<file path="src/rtl/scoreboard_regfile_pkg.sv">
// Shared defaults and FSM state type for the scoreboarded register file.
package regfile_pkg;

    localparam int DEF_WIDTH = 16;
    localparam int DEF_DEPTH = 16;

    typedef enum logic {
        IDLE  = 1'b0,
        CLEAR = 1'b1
    } state_t;

endpackage : regfile_pkg

</file>
<file path="src/rtl/scoreboard_regfile_if.sv">
// Decode/writeback-facing bus of the register file: reads, writes, reserve and clear.
interface scoreboard_regfile_if #(
    parameter int WIDTH  = 16,
    parameter int DEPTH  = 16,
    parameter int ADDR_W = $clog2(DEPTH)
);

    logic [ADDR_W-1:0] SrcReg1;
    logic [ADDR_W-1:0] SrcReg2;
    logic [WIDTH-1:0]  SrcData1;
    logic [WIDTH-1:0]  SrcData2;
    logic              Busy1;
    logic              Busy2;
    logic              WriteReg;
    logic [ADDR_W-1:0] DstReg;
    logic [WIDTH-1:0]  DstData;
    logic              Reserve;
    logic [ADDR_W-1:0] ResReg;
    logic              ClearReq;
    logic              ClearBusy;
    logic [ADDR_W:0]   PendCount;

    modport master (
        output SrcReg1, SrcReg2, WriteReg, DstReg, DstData,
               Reserve, ResReg, ClearReq,
        input  SrcData1, SrcData2, Busy1, Busy2, ClearBusy, PendCount
    );

    modport slave (
        input  SrcReg1, SrcReg2, WriteReg, DstReg, DstData,
               Reserve, ResReg, ClearReq,
        output SrcData1, SrcData2, Busy1, Busy2, ClearBusy, PendCount
    );

endinterface : scoreboard_regfile_if

</file>
<file path="src/rtl/scoreboard_regfile_reg_scoreboard.sv">
// Per-register busy bits: release on writeback, set on reserve (set wins),
// wipe during bulk clear, registered popcount and per-port busy lookup.
module reg_scoreboard #(
    parameter int DEPTH    = 16,
    parameter int ADDR_W   = $clog2(DEPTH),
    parameter bit ZERO_REG = 1'b1
) (
    input  logic              clk,
    input  logic              rst,
    input  logic              set_en,
    input  logic [ADDR_W-1:0] set_idx,
    input  logic              rel_en,
    input  logic [ADDR_W-1:0] rel_idx,
    input  logic              wipe_en,
    input  logic [ADDR_W-1:0] wipe_idx,
    input  logic [ADDR_W-1:0] rd_idx1,
    input  logic [ADDR_W-1:0] rd_idx2,
    input  logic              hit1,
    input  logic              hit2,
    input  logic              force_busy,
    output logic              busy1,
    output logic              busy2,
    output logic [ADDR_W:0]   pend_count
);

    logic [DEPTH-1:0] busy_q;
    logic [DEPTH-1:0] busy_d;
    logic [ADDR_W:0]  pend_q;
    logic [ADDR_W:0]  pend_d;

    always_comb begin
        busy_d = busy_q;
        if (rel_en) begin
            busy_d[rel_idx] = 1'b0;
        end
        if (set_en) begin
            busy_d[set_idx] = 1'b1;
        end
        if (wipe_en) begin
            busy_d[wipe_idx] = 1'b0;
        end
        if (ZERO_REG) begin
            busy_d[0] = 1'b0;
        end
    end

    // Count the next-state vector so the register tracks busy_q exactly.
    always_comb begin
        pend_d = '0;
        for (int unsigned i = 0; i < DEPTH; i++) begin
            pend_d = pend_d + {{ADDR_W{1'b0}}, busy_d[i]};
        end
    end

    always_ff @(posedge clk or negedge rst) begin
        if (!rst) begin
            busy_q <= '0;
            pend_q <= '0;
        end else begin
            busy_q <= busy_d;
            pend_q <= pend_d;
        end
    end

    always_comb begin
        busy1 = force_busy | (busy_q[rd_idx1] & ~hit1);
        busy2 = force_busy | (busy_q[rd_idx2] & ~hit2);
    end

    assign pend_count = pend_q;

endmodule : reg_scoreboard

</file>
<file path="src/rtl/scoreboard_regfile.sv">
// Register file with write-to-read bypass, optional hardwired R0,
// busy scoreboard and a sequenced one-register-per-cycle bulk clear.
module scoreboard_regfile
    import regfile_pkg::*;
#(
    parameter int WIDTH    = DEF_WIDTH,
    parameter int DEPTH    = DEF_DEPTH,
    parameter int ADDR_W   = $clog2(DEPTH),
    parameter bit ZERO_REG = 1'b1
) (
    input  logic                 clk,
    input  logic                 rst,
    scoreboard_regfile_if.slave  bus
);

    state_t            state_q, state_d;
    logic [ADDR_W-1:0] cnt_q, cnt_d;
    logic [WIDTH-1:0]  mem_q [DEPTH];
    logic [WIDTH-1:0]  mem_d [DEPTH];

    logic idle;
    logic wr_legal;
    logic res_legal;
    logic hit1;
    logic hit2;

    always_comb begin
        idle      = (state_q == IDLE);
        wr_legal  = idle & bus.WriteReg & ~(ZERO_REG && (bus.DstReg == '0));
        res_legal = idle & bus.Reserve  & ~(ZERO_REG && (bus.ResReg == '0));
        hit1      = wr_legal & (bus.DstReg == bus.SrcReg1);
        hit2      = wr_legal & (bus.DstReg == bus.SrcReg2);
    end

    always_comb begin
        state_d = state_q;
        cnt_d   = cnt_q;
        mem_d   = mem_q;
        unique case (state_q)
            IDLE: begin
                if (wr_legal) begin
                    mem_d[bus.DstReg] = bus.DstData;
                end
                if (bus.ClearReq) begin
                    state_d = CLEAR;
                    cnt_d   = '0;
                end
            end
            CLEAR: begin
                mem_d[cnt_q] = '0;
                cnt_d        = cnt_q + 1'b1;
                if (cnt_q == ADDR_W'(DEPTH - 1)) begin
                    state_d = IDLE;
                end
            end
            default: begin
                state_d = IDLE;
            end
        endcase
    end

    always_ff @(posedge clk or negedge rst) begin
        if (!rst) begin
            state_q <= IDLE;
            cnt_q   <= '0;
            for (int unsigned i = 0; i < DEPTH; i++) begin
                mem_q[i] <= '0;
            end
        end else begin
            state_q <= state_d;
            cnt_q   <= cnt_d;
            mem_q   <= mem_d;
        end
    end

    always_comb begin
        bus.SrcData1 = hit1 ? bus.DstData : mem_q[bus.SrcReg1];
        bus.SrcData2 = hit2 ? bus.DstData : mem_q[bus.SrcReg2];
        if (ZERO_REG && (bus.SrcReg1 == '0)) begin
            bus.SrcData1 = '0;
        end
        if (ZERO_REG && (bus.SrcReg2 == '0)) begin
            bus.SrcData2 = '0;
        end
        bus.ClearBusy = ~idle;
    end

    reg_scoreboard #(
        .DEPTH    (DEPTH),
        .ADDR_W   (ADDR_W),
        .ZERO_REG (ZERO_REG)
    ) u_scoreboard (
        .clk        (clk),
        .rst        (rst),
        .set_en     (res_legal),
        .set_idx    (bus.ResReg),
        .rel_en     (wr_legal),
        .rel_idx    (bus.DstReg),
        .wipe_en    (~idle),
        .wipe_idx   (cnt_q),
        .rd_idx1    (bus.SrcReg1),
        .rd_idx2    (bus.SrcReg2),
        .hit1       (hit1),
        .hit2       (hit2),
        .force_busy (~idle),
        .busy1      (bus.Busy1),
        .busy2      (bus.Busy2),
        .pend_count (bus.PendCount)
    );

endmodule : scoreboard_regfile

</file>
<file path="src/flat_wrapper.sv">
// flat-port wrapper written by rule: the top's interface ports become plain ports
module scoreboard_regfile_flat import regfile_pkg::*;
#(
    parameter int WIDTH    = DEF_WIDTH,
    parameter int DEPTH    = DEF_DEPTH,
    parameter int ADDR_W   = $clog2(DEPTH),
    parameter bit ZERO_REG = 1'b1
)
  (clk, rst, bus_SrcReg1, bus_SrcReg2, bus_WriteReg, bus_DstReg, bus_DstData, bus_Reserve, bus_ResReg, bus_ClearReq, bus_SrcData1, bus_SrcData2, bus_Busy1, bus_Busy2, bus_ClearBusy, bus_PendCount);
  scoreboard_regfile_if #(.WIDTH(WIDTH), .DEPTH(DEPTH), .ADDR_W(ADDR_W)) bus_i ();
  input  logic clk;
  input  logic rst;
  input wire logic [$bits(bus_i.SrcReg1)-1:0] bus_SrcReg1;
  input wire logic [$bits(bus_i.SrcReg2)-1:0] bus_SrcReg2;
  input wire logic [$bits(bus_i.WriteReg)-1:0] bus_WriteReg;
  input wire logic [$bits(bus_i.DstReg)-1:0] bus_DstReg;
  input wire logic [$bits(bus_i.DstData)-1:0] bus_DstData;
  input wire logic [$bits(bus_i.Reserve)-1:0] bus_Reserve;
  input wire logic [$bits(bus_i.ResReg)-1:0] bus_ResReg;
  input wire logic [$bits(bus_i.ClearReq)-1:0] bus_ClearReq;
  output wire logic [$bits(bus_i.SrcData1)-1:0] bus_SrcData1;
  output wire logic [$bits(bus_i.SrcData2)-1:0] bus_SrcData2;
  output wire logic [$bits(bus_i.Busy1)-1:0] bus_Busy1;
  output wire logic [$bits(bus_i.Busy2)-1:0] bus_Busy2;
  output wire logic [$bits(bus_i.ClearBusy)-1:0] bus_ClearBusy;
  output wire logic [$bits(bus_i.PendCount)-1:0] bus_PendCount;
  assign bus_i.SrcReg1 = bus_SrcReg1;
  assign bus_i.SrcReg2 = bus_SrcReg2;
  assign bus_i.WriteReg = bus_WriteReg;
  assign bus_i.DstReg = bus_DstReg;
  assign bus_i.DstData = bus_DstData;
  assign bus_i.Reserve = bus_Reserve;
  assign bus_i.ResReg = bus_ResReg;
  assign bus_i.ClearReq = bus_ClearReq;
  assign bus_SrcData1 = bus_i.SrcData1;
  assign bus_SrcData2 = bus_i.SrcData2;
  assign bus_Busy1 = bus_i.Busy1;
  assign bus_Busy2 = bus_i.Busy2;
  assign bus_ClearBusy = bus_i.ClearBusy;
  assign bus_PendCount = bus_i.PendCount;
  scoreboard_regfile #(.WIDTH(WIDTH), .DEPTH(DEPTH), .ADDR_W(ADDR_W), .ZERO_REG(ZERO_REG)) u_core (.clk(clk), .rst(rst), .bus(bus_i));
endmodule
</file>
<file path="config.mk">
export PLATFORM = sky130hd
export DESIGN_NAME = scoreboard_regfile_flat
export DESIGN_NICKNAME = d
export VERILOG_FILES = /design/src/rtl/scoreboard_regfile_pkg.sv /design/src/rtl/scoreboard_regfile_if.sv /design/src/rtl/scoreboard_regfile_reg_scoreboard.sv /design/src/rtl/scoreboard_regfile.sv /design/src/flat_wrapper.sv
export SDC_FILE = /design/constraint.sdc
export NUM_CORES = 1
export LEC_CHECK = 0
export BUFFER_PORTS_ARGS = -buffer_cell sky130_fd_sc_hd__buf_2
export CAP_MARGIN = 20
export CORE_MARGIN = 4
export CORE_UTILIZATION = 48
export CTS_CLUSTER_DIAMETER = 40
export DETAILED_ROUTE_END_ITERATION = 7
export SYNTH_ARGS = -nofsm -noshare
export SYNTH_HDL_FRONTEND = slang
export SYNTH_SLANG_ARGS = --single-unit
</file>
<file path="constraint.sdc">
create_clock -name clk -period 5.55 [get_ports clk]
set_clock_uncertainty 0.2 [all_clocks]
set_input_delay 1.11 -clock clk [delete_from_list [all_inputs] [get_ports clk]]
set_output_delay 1.11 -clock clk [all_outputs]
set_load 0.005 [all_outputs]
</file>
### Yosys cells after proc, flatten, opt, wreduce, memory -nomap -nowiden

Index checks and enable logic that the tools add are counted.

* add/subtract/negate cells: 15
* multiply operators: 0
* div/mod/pow operators: 0
* magnitude comparators: 14
* equality and inequality tests: 5
* shifts and indexed selects: 0
* mux-type cells: 35
* bitwise gates (word level): 26
* reductions and logical operators: 9

Operators with widths (number)
* one-hot mux 256 bit (2 select lines): 1
* AND 256 bit: 1
* bitwise mux 256 bit: 1
* two-way mux 256 bit: 1
* NOT 256 bit: 1
* two-way mux 16 bit: 13
* binary-select mux 16 bit (select 4 bit): 2
* demux 16 bit (select 4 bit): 2
* adder 5 x 1 -> 5 bit: 10
* AND 16 bit: 2
* NOT 16 bit: 2
* less-than comparator 4 x 5 -> 1 bit (second input constant): 5
* >= comparator 5 bit (second input constant): 4
* NOT 4 -> 5 bit: 4
* logical NOT 4 bit: 4
* OR 16 bit: 1
* demux 1 bit (select 4 bit): 3
* >= comparator 4 x 1 -> 1 bit (second input constant): 3
* less-than comparator 5 x 1 -> 1 bit (second input constant): 2
* AND 1 bit: 8
* binary-select mux 1 bit (select 4 bit): 2
* == test 4 bit: 2
* one-hot mux 4 bit (2 select lines): 1
* two-way mux 1 bit: 7
* other kinds (12): 22

* flip-flop bits (word level): 281
* latch bits: 0
* RAM bits: 0
* memory bits (read-only): 0
* input port bits: 37
* output and inout port bits: 40
* memories kept: 0

### Longest topological paths before layout

Gate-level depths: netlist of the first run.

* depth after elaboration: 25
* mapped depth: 17

### Cells and area by module

A second synthesis of the first run with hierarchy kept.

* cells, all modules: 1323
* area total of the unflattened synthesis: 15972.8 um^2

By module, submodules not included
* scoreboard_regfile: instances 1, cells each 1174, area an instance 14396.3 um^2, seq. area each 6531.3 um^2
* reg_scoreboard: instances 1, cells each 149, area an instance 1576.5 um^2, seq. area each 475.5 um^2

### Worst setup path after synthesis of the first run

Ideal clock, no wire load.

* path kind: input-to-reg
* start: input bus_WriteReg
* end: register u_core.u_scoreboard.pend_q[1] (netlist: u_core.u_scoreboard.pend_count[1])
* arrival time: 4.888 ns
* required time: 5.286 ns
* slack: 0.398 ns
* cell stages on the path: 15
* path buffers: 1
* cell sequence: buf_2 > nor4bb_1 > nand2_1 > a22oi_1 > a21oi_1 > fa_1 > inv_1 > fa_1 > fa_1 > inv_1 > fa_1 > fa_1 > inv_1 > fa_1 > inv_1

* elaborated cells between the ends (all ways): 21
* classes of those cells: add/sub (14); mux (3); bitwise (4)

RTL lines
* start, declared: RTL line flat_wrapper.sv:15 `input wire logic [$bits(bus_i.WriteReg)-1:0] bus_WriteReg;`
* AND 1 bit * (2 in series): RTL line scoreboard_regfile.sv:29 `wr_legal = idle & bus.WriteReg & ~(ZERO_REG && (bus.DstReg == '0));`
* two-way mux 16 bit *: RTL line scoreboard_regfile_reg_scoreboard.sv:33 `if (rel_en) begin`
* OR 16 bit (no line)
* two-way mux 16 bit *: RTL line scoreboard_regfile_reg_scoreboard.sv:36 `if (set_en) begin`
* AND 16 bit (no line)
* two-way mux 16 bit *: RTL line scoreboard_regfile_reg_scoreboard.sv:39 `if (wipe_en) begin`
* named net u_core.u_scoreboard.busy_d[4]: RTL line scoreboard_regfile_reg_scoreboard.sv:27 `logic [DEPTH-1:0] busy_d;`
* adder 3 x 1 -> 4 bit *: RTL line scoreboard_regfile_reg_scoreboard.sv:51 `pend_d = pend_d + {{ADDR_W{1'b0}}, busy_d[i]};`
* adder 4 x 1 -> 5 bit *: RTL line scoreboard_regfile_reg_scoreboard.sv:51
* adder 5 x 1 -> 5 bit * (10 in series): RTL line scoreboard_regfile_reg_scoreboard.sv:51
* named net u_core.u_scoreboard.pend_d[1]: RTL line scoreboard_regfile_reg_scoreboard.sv:29 `logic [ADDR_W:0] pend_d;`
* end signal, assigned: RTL line scoreboard_regfile_reg_scoreboard.sv:61 `pend_q <= pend_d;`
* end, declared: RTL line scoreboard_regfile_reg_scoreboard.sv:28 `logic [ADDR_W:0] pend_q;`

Mark *: on every way through the listed nets, which the timed path passes. The rest lies on a longest branch.
A chain may end at the register's enable or synchronous reset.

### Final worst setup path of the first run

* start: register u_core.state_q (netlist: u_core.bus.ClearBusy)
* end: register u_core.u_scoreboard.pend_q[1] (netlist: u_core.u_scoreboard.pend_count[1])

* word-level cells in the longest chain between the ends: 22
* elaborated cells between the ends (all ways): 24
* classes of those cells: add/sub (14); mux (3); bitwise (7)

RTL lines
* start, declared: RTL line scoreboard_regfile.sv:16 `state_t state_q, state_d;`
* start signal, assigned: RTL line scoreboard_regfile.sv:70 `state_q <= state_d;`
* NOT 1 bit
* AND 1 bit (2 in series): RTL line scoreboard_regfile.sv:29
* two-way mux 16 bit: RTL line scoreboard_regfile_reg_scoreboard.sv:33
* OR 16 bit (no line)
* two-way mux 16 bit: RTL line scoreboard_regfile_reg_scoreboard.sv:36
* AND 16 bit (no line)
* two-way mux 16 bit *: RTL line scoreboard_regfile_reg_scoreboard.sv:39
* named net u_core.u_scoreboard.busy_d[2]: RTL line scoreboard_regfile_reg_scoreboard.sv:27
* adder 1 x 1 -> 2 bit *: RTL line scoreboard_regfile_reg_scoreboard.sv:51
* adder 2 x 1 -> 3 bit *: RTL line scoreboard_regfile_reg_scoreboard.sv:51
* adder 3 x 1 -> 4 bit *: RTL line scoreboard_regfile_reg_scoreboard.sv:51
* adder 4 x 1 -> 5 bit *: RTL line scoreboard_regfile_reg_scoreboard.sv:51
* adder 5 x 1 -> 5 bit * (10 in series): RTL line scoreboard_regfile_reg_scoreboard.sv:51
* named net u_core.u_scoreboard.pend_d[1]: RTL line scoreboard_regfile_reg_scoreboard.sv:29

Marks and branches as above.

==> results.toml, run 1 <==
[clock_tree]
cts_sinks = 280
post_cts_buffers = 0
htreeDepth = 2
cts_hold_buf = 0
cts_tree = "done"
cts_max_path_buffers = 3
clock_latency_ns = 0.57
cts.repair.resized = 0
cts_made_buffers = 50
clkTransAtPathRegs_ns = 0.05
clockRootBuffer = "clkbuf_16"

[floorplanning]
core_area_um2 = 34880
initial_core_util_pct = 49.06
floorplan.io_pins = 77
fp.dieH_um = 196.8
design.die.area_um2 = 38740
num_rows = 68
dieWidth_um = 196.8

[sta]
fin_crit_ns = 4.914
setup_violations = 0
tns_ns = 0
slew_headroom_pct = 25.16
period_share_pct = 88.54
rsz0062_at_grt = "false"
tightest_slew_ns = 1.123
fmax_mhz = 203.5
final-hold-violation-count = 0
drv_slew = 0

[drt]
via_per_inst = 6.490
wl_met3_mm = 4.740
drtAntennaViolNets = 0
num_vias = 13260
drc = 0
wl_per_cell_um = 27.05
wl_mm = 55.26
drt-initial-drc-count = 1368
firstDrtPassIters = 5
top_layer = "met4"
wl_met1_mm = 23.56
dr_wl_met2_mm = 25.47

[synth]
synthMuxAreaShare_pct = 27.25
synth-main-ff-cell = "dfrtp_1"
synth_top_family_by_area = "multiplexers"
netlist_area_um2 = 17110
seq_area_frac_synth_pct = 40.94
synth_cells = 1529
yosys_warnings = 0
yosys.area_share.xor_xnor_pct = 0.5630
synth_compound_area_share_pct = 13.24
synth_edf_count = 0
synth_fa_ha_area_share_pct = 1.609
async_reset_ff_share_pct = 100.0
yosys.area_share.simple_pct = 11.22
syn_area_per_cell_um2 = 11.19
synth_cell_types = 56
ys_seq_elements = 280
synth_fp_nets = 1582

[setup_path]
path_max_fanout = 49
cp_cell_sequence = "nor4b_1 > nand2_1 > a32oi_1 > fa_1 > inv_1 > fa_1 > fa_1 > inv_1 > fa_1 > fa_1 > inv_1 > fa_1 > inv_1"
critPathRequiredTime_ns = 5.86
cp_common_cell = "fa_1"
worst_setup_path_end_kind = "register"
cp-start-kind = "register"
worst_path_largest_cell_delay_ns = 0.67
critical_path_class = "reg2reg"
slowest_stage = "dfrtp_4"
worstPathArrival_ns = 5.23

[power]
power.density_nw_per_um2 = 508.2
p_leak_nw = 8.454
ir_drop_mv = 0.2508

[layout]
final-instance-count-excl-fill = 2043
multi_input_area_um2 = 9271
regArea_um2 = 7010
fin_nets = 1600
drive_gt1_share_pct = 24.24
fillers = 2964
area_growth_pct = 14.50
n_antenna_cell = 0

[placed_design]
io_buffers = 75
gp_congestion = 0.8657
hpwl_mm = 34.66
dp.cells = 1950

[global_route]
grt_max_degree = 101
antenna_found_initial = 0
grt_pass1_vias = 13220
grt_pass1_wl_mm = 84.61
overflow = 0
grtUsageTotal_pct = 28.71

[status]
status = "completed"

[min_path]
hp-class = "reg2reg"

[job]
drv_cap = 0
-- critical path: cells and delay by family (launching register included) --
kind / cells / cell delay, ns
AO/OA/AOI/OAI: 1 / 0.26
adder cells (fa/ha/maj): 6 / 2.75
buffers and inverters: 4 / 0.30
flip-flops: 1 / 0.67
AND/OR/NAND/NOR: 2 / 0.66
-- per-layer routing --
layer | global-route usage (%) | up-vias
met5 | 0 | -
met4 | 8.706 | 0
met3 | 6.410 | 96
met2 | 44.26 | 551
met1 | 41.18 | 6837
li1 | - | 5776
-- registers in the layout, indices dropped and copies added, names as in the netlist --
signal                          count
u_core.cnt_q                        4
u_core.bus.ClearBusy                1
u_core.u_scoreboard.pend_count      4
u_core.mem_q                      256
u_core.u_scoreboard.busy_q         15
-- worst paths after layout --
check	startpoint	end	slack, ns	cells past startpoint
setup reg to reg	u_core.bus.ClearBusy	u_core.u_scoreboard.pend_count[1]	0.64	13
hold reg to reg	u_core.mem_q[254]	u_core.mem_q[254]	0.32	1
setup / recovery	u_core.bus.ClearBusy	u_core.u_scoreboard.pend_count[1]	0.64	13
min in group asynchronous	rst	u_core.mem_q[193]	0.39	1
max in group asynchronous	rst	u_core.mem_q[136]	3.55	2
hold / removal	u_core.mem_q[254]	u_core.mem_q[254]	0.32	1
-- stage by stage --
stage	instance area (um2)	utilization (%)	total power, mW	hold slack [ns]	setup slack, ns
3_5_place_dp	17750	50.89	6.581	0.3114	0.1740
3_3_place_gp	17750	50.89	6.464	0.2939	0.1365
4_1_cts	19590	56.17	9.952	0.3225	0.6458
2_1_floorplan	17110	-	5.510	0.2769	0.3982
6_report	19590	56.17	9.958	0.3201	0.6361
5_1_grt	19590	56.17	10.49	0.3491	0.3763
-- power by group --
part	switching, mW	internal (mW)
registers	0.668	2.78
logic	1.71	1.46
clock network	1.09	2.24
-- synth_stat cells (all sizes together), types with 21 or more instances --
cell type | instances | area, um2
o21ai | 107 | 535.5
a211oi | 144 | 1081
nand3 | 53 | 265.3
mux4 | 133 | 2995
dfrtp | 280 | 7007
nor2b | 38 | 237.7
clkbuf | 79 | 296.5
buf | 81 | 529.3
mux2 | 21 | 236.5
nand2 | 100 | 375.4
nor2 | 181 | 679.4
mux2i | 143 | 1431
-- logic make-up (layout without fill, tap and decap cells) --
group | after synthesis | count (layout)
compound gates | 334 | 334
xor+xnor | 11 | 11
fa+ha+maj | 16 | 16
buf+inv | 175 | 234
flops | 280 | 280
mux | 297 | 297
other cells | 1 | 1
simple gates | 415 | 415
-- layout by cell type, fill, tap and decap left out, types with 3 or more instances in the layout --
master / instances
a211o_1: 15
a211oi_1: 144
a21boi_1: 3
a21o_1: 5
a21oi_1: 12
a22oi_1: 3
a32o_1: 16
a32oi_1: 5
and2_1: 9
and3_1: 4
buf_12: 5
buf_2: 68
buf_4: 52
bufinv_16: 9
clkbuf_1: 5
clkbuf_16: 51
clkbuf_8: 11
clkinv_2: 5
clkinv_4: 5
clkinvlp_4: 5
dfrtp_1: 279
fa_1: 10
ha_1: 6
inv_1: 15
mux2_2: 19
mux2i_1: 143
mux4_2: 133
nand2_1: 100
nand2b_1: 5
nand3_1: 53
nand4b_1: 3
nor2_1: 172
nor2_2: 6
nor2_4: 3
nor2b_1: 38
o21ai_0: 58
o21ai_1: 49
o22ai_1: 16
xor2_1: 9
-- layout make-up --
| type | count | share of cell area, % |
|---|---|---|
| clock buffers | 67 | 7.382 |
| clock inverters | 26 | 2.011 |
| inverters | 15 | 0.2874 |
| multi-input cells | 1074 | 47.32 |
| flip-flops and latches | 280 | 35.78 |
| well taps | 455 | 2.905 |
| repair buffers | 126 | 4.317 |
Power figures use the tool's default switching activity.
==> inputs of run 2 (changes only) <==
--- a/config.mk
+++ b/config.mk
@@ -5,6 +5,7 @@
 export SDC_FILE = /design/constraint.sdc
 export NUM_CORES = 1
 export LEC_CHECK = 0
+export ABC_AREA = 1
 export BUFFER_PORTS_ARGS = -buffer_cell sky130_fd_sc_hd__buf_2
 export CAP_MARGIN = 20
 export CORE_MARGIN = 4
==> results.toml, run 2 <==
[setup_path]
worst_path_largest_cell_delay_ns = 0.52
cp_cell_sequence = "inv_6 > nand2_1 > a21oi_1 > nand2_1 > nor2_1 > nand2_1 > a21boi_0 > fa_1 > inv_1 > fa_1 > fa_1 > inv_1 > fa_1 > fa_1 > inv_1 > fa_1 > inv_1"
critPathRequiredTime_ns = 5.89
cp_common_cell = "fa_1"
worstPathArrival_ns = 5.31
path_max_fanout = 10
cp-start-kind = "register"
critical_path_class = "reg2reg"
slowest_stage = "dfrtp_1"
worst_setup_path_end_kind = "register"

[layout]
area_growth_pct = 15.04
top_register = "u_core.mem_q"
largest_reg_flops = 256
drive_gt1_share_pct = 8.974
regArea_um2 = 7007
layout_common_cells = "1117 x nand2_1, 339 x o21ai_0, 280 x dfrtp_1, 263 x inv_1, 243 x nor2_1"
fin_nets = 3106
fillers = 3930
n_antenna_cell = 0
multi_input_area_um2 = 10550
top_regs = "u_core.mem_q x256, u_core.u_scoreboard.busy_q x15"
mostFrequentLayoutCell = "nand2_1"

[floorplanning]
initial_core_util_pct = 48.85
floorplan.io_pins = 77
dieWidth_um = 209.6
core_area_um2 = 39910
num_rows = 73
fp.dieH_um = 209.6
design.die.area_um2 = 43910

[clock_tree]
cts_max_path_buffers = 3
cts_sinks = 280
htreeDepth = 2
clockRootBuffer = "clkbuf_16"
cts.repair.resized = 0
cts_hold_buf = 0
cts_made_buffers = 59
clock_latency_ns = 0.61
clkTransAtPathRegs_ns = 0.05
cts_tree = "done"
post_cts_buffers = 0

[synth]
ys_seq_elements = 280
syn_area_per_cell_um2 = 6.358
yosysMostFrequentCell = "nand2_1"
yosys-top-cells-area = "dfrtp_1 36%, nand2_1 22%, o21ai_0 8.7%, a22oi_1 7.1%, nand3_1 5.9%"
yosys_warnings = 0
synth_common_cells = "1117 x nand2_1, 339 x o21ai_0, 280 x dfrtp_1"
async_reset_ff_share_pct = 100.0
synth_area_leader_cell = "dfrtp_1"
synth_cells = 3067
synth-main-ff-cell = "dfrtp_1"
synth_fp_nets = 3120
synth.top_cell.area_share_pct = 35.93
netlist_area_um2 = 19500
synth_cell_types = 27
synth_edf_count = 0
seq_area_frac_synth_pct = 35.93

[placed_design]
hpwl_mm = 55.65
io_buffers = 75
gp_congestion = 0.9648

[sta]
fin_crit_ns = 4.969
final-hold-violation-count = 0
fmax_mhz = 201.2
period_share_pct = 89.53
tns_ns = 0
rsz0062_at_grt = "false"
slew_headroom_pct = 29.81
fin_hold_ws_ns = 0.3007
drv_slew = 0
setup_violations = 0
tightest_slew_ns = 1.052

[global_route]
grt_pass1_wl_mm = 133.2
grt_max_degree = 99
overflow = 0
grt_pass1_vias = 20840
antenna_found_initial = 1
grtUsageTotal_pct = 39.43

[drt]
wl_mm = 89.09
drt-initial-drc-count = 3640
firstDrtPassIters = 6
drc = 0
num_vias = 22370
wl_per_cell_um = 24.59
via_per_inst = 6.173
drtAntennaViolNets = 0

[power]
p_leak_nw = 12.29
ir_drop_mv = 0.3283
power.density_nw_per_um2 = 456.2

[job]
drv_cap = 0

[status]
status = "completed"

[min_path]
hp-class = "in2async"
-- run 2: area by class of cell --
type	count	share of cell area, %
multi-input cells	2282	47.02
flip-flops and latches	280	31.24
clock buffers	78	7.536
repair buffers	157	5.087
inverters	273	4.602
well taps	525	2.928
clock inverters	28	1.595
-- run 2: cell families after synthesis --
logic type / share of synthesized area, %
and+or+nand+nor: 32.62
xor gates and xnor gates: 0.04493
buffers and inverters: 10.11
other: 0.01923
AOI/OAI and AO/OA: 19.85
DFF: 35.93
adders and majority gates: 1.412
-- run 2: path summary, 6_finish.rpt --
| path | from | to | slack, ns | cells after the start |
|---|---|---|---|---|
| setup reg to reg | u_core.bus.ClearBusy | u_core.u_scoreboard.pend_count[1] | 0.58 | 17 |
| setup / recovery | u_core.bus.ClearBusy | u_core.u_scoreboard.pend_count[1] | 0.58 | 17 |
| hold / removal | rst | u_core.mem_q[251] | 0.30 | 1 |
| hold reg to reg | u_core.mem_q[243] | u_core.mem_q[243] | 0.30 | 2 |
| max in group asynchronous | rst | u_core.mem_q[232] | 3.56 | 2 |
| min in group clk | u_core.mem_q[243] | u_core.mem_q[243] | 0.30 | 2 |
-- run 2: worst max-delay path, delay by kind of cell, from the launching register on --
family | cells | cell delay, ns
adders and majority gates | 6 | 2.77
DFF | 1 | 0.52
AOI/OAI and AO/OA | 2 | 0.52
buffers and inverters | 5 | 0.45
and+or+nand+nor | 4 | 0.44
-- run 2: per-stage QoR --
stage / instance area (um2) / setup WS [ns] / cells / util, % / power [mW]
2_1_floorplan: 19500 / 0.3059 / 3067 / - / 5.266
3_3_place_gp: 20310 / 0.1090 / 3514 / 50.89 / 6.329
3_5_place_dp: 20340 / 0.007841 / 3515 / 50.96 / 6.420
4_1_cts: 22390 / 0.5662 / 3621 / 56.09 / 10.12
5_1_grt: 22430 / 0.2234 / 3623 / 56.20 / 10.82
6_report: 22430 / 0.5810 / 3623 / 56.20 / 10.23
-- run 2: per-layer routing --
layer | wire (um) | vias to the layer above | GRT usage [%]
met1 | 35040 | 10510 | 55.11
met3 | 13550 | 274 | 14.65
li1 | - | 9912 | -
met5 | 0 | - | 0
met2 | 35920 | 1672 | 53.86
met4 | 4585 | 0 | 18.70
-- run 2: report_power, final --
part	total, mW	leakage, nW	switching, mW	internal [mW]
Sequential	2.76	3.88	0.310	2.45
Combinational	3.79	7.44	2.66	1.13
Clock	3.68	0.973	1.24	2.44
Total	10.2	12.3	4.21	6.02
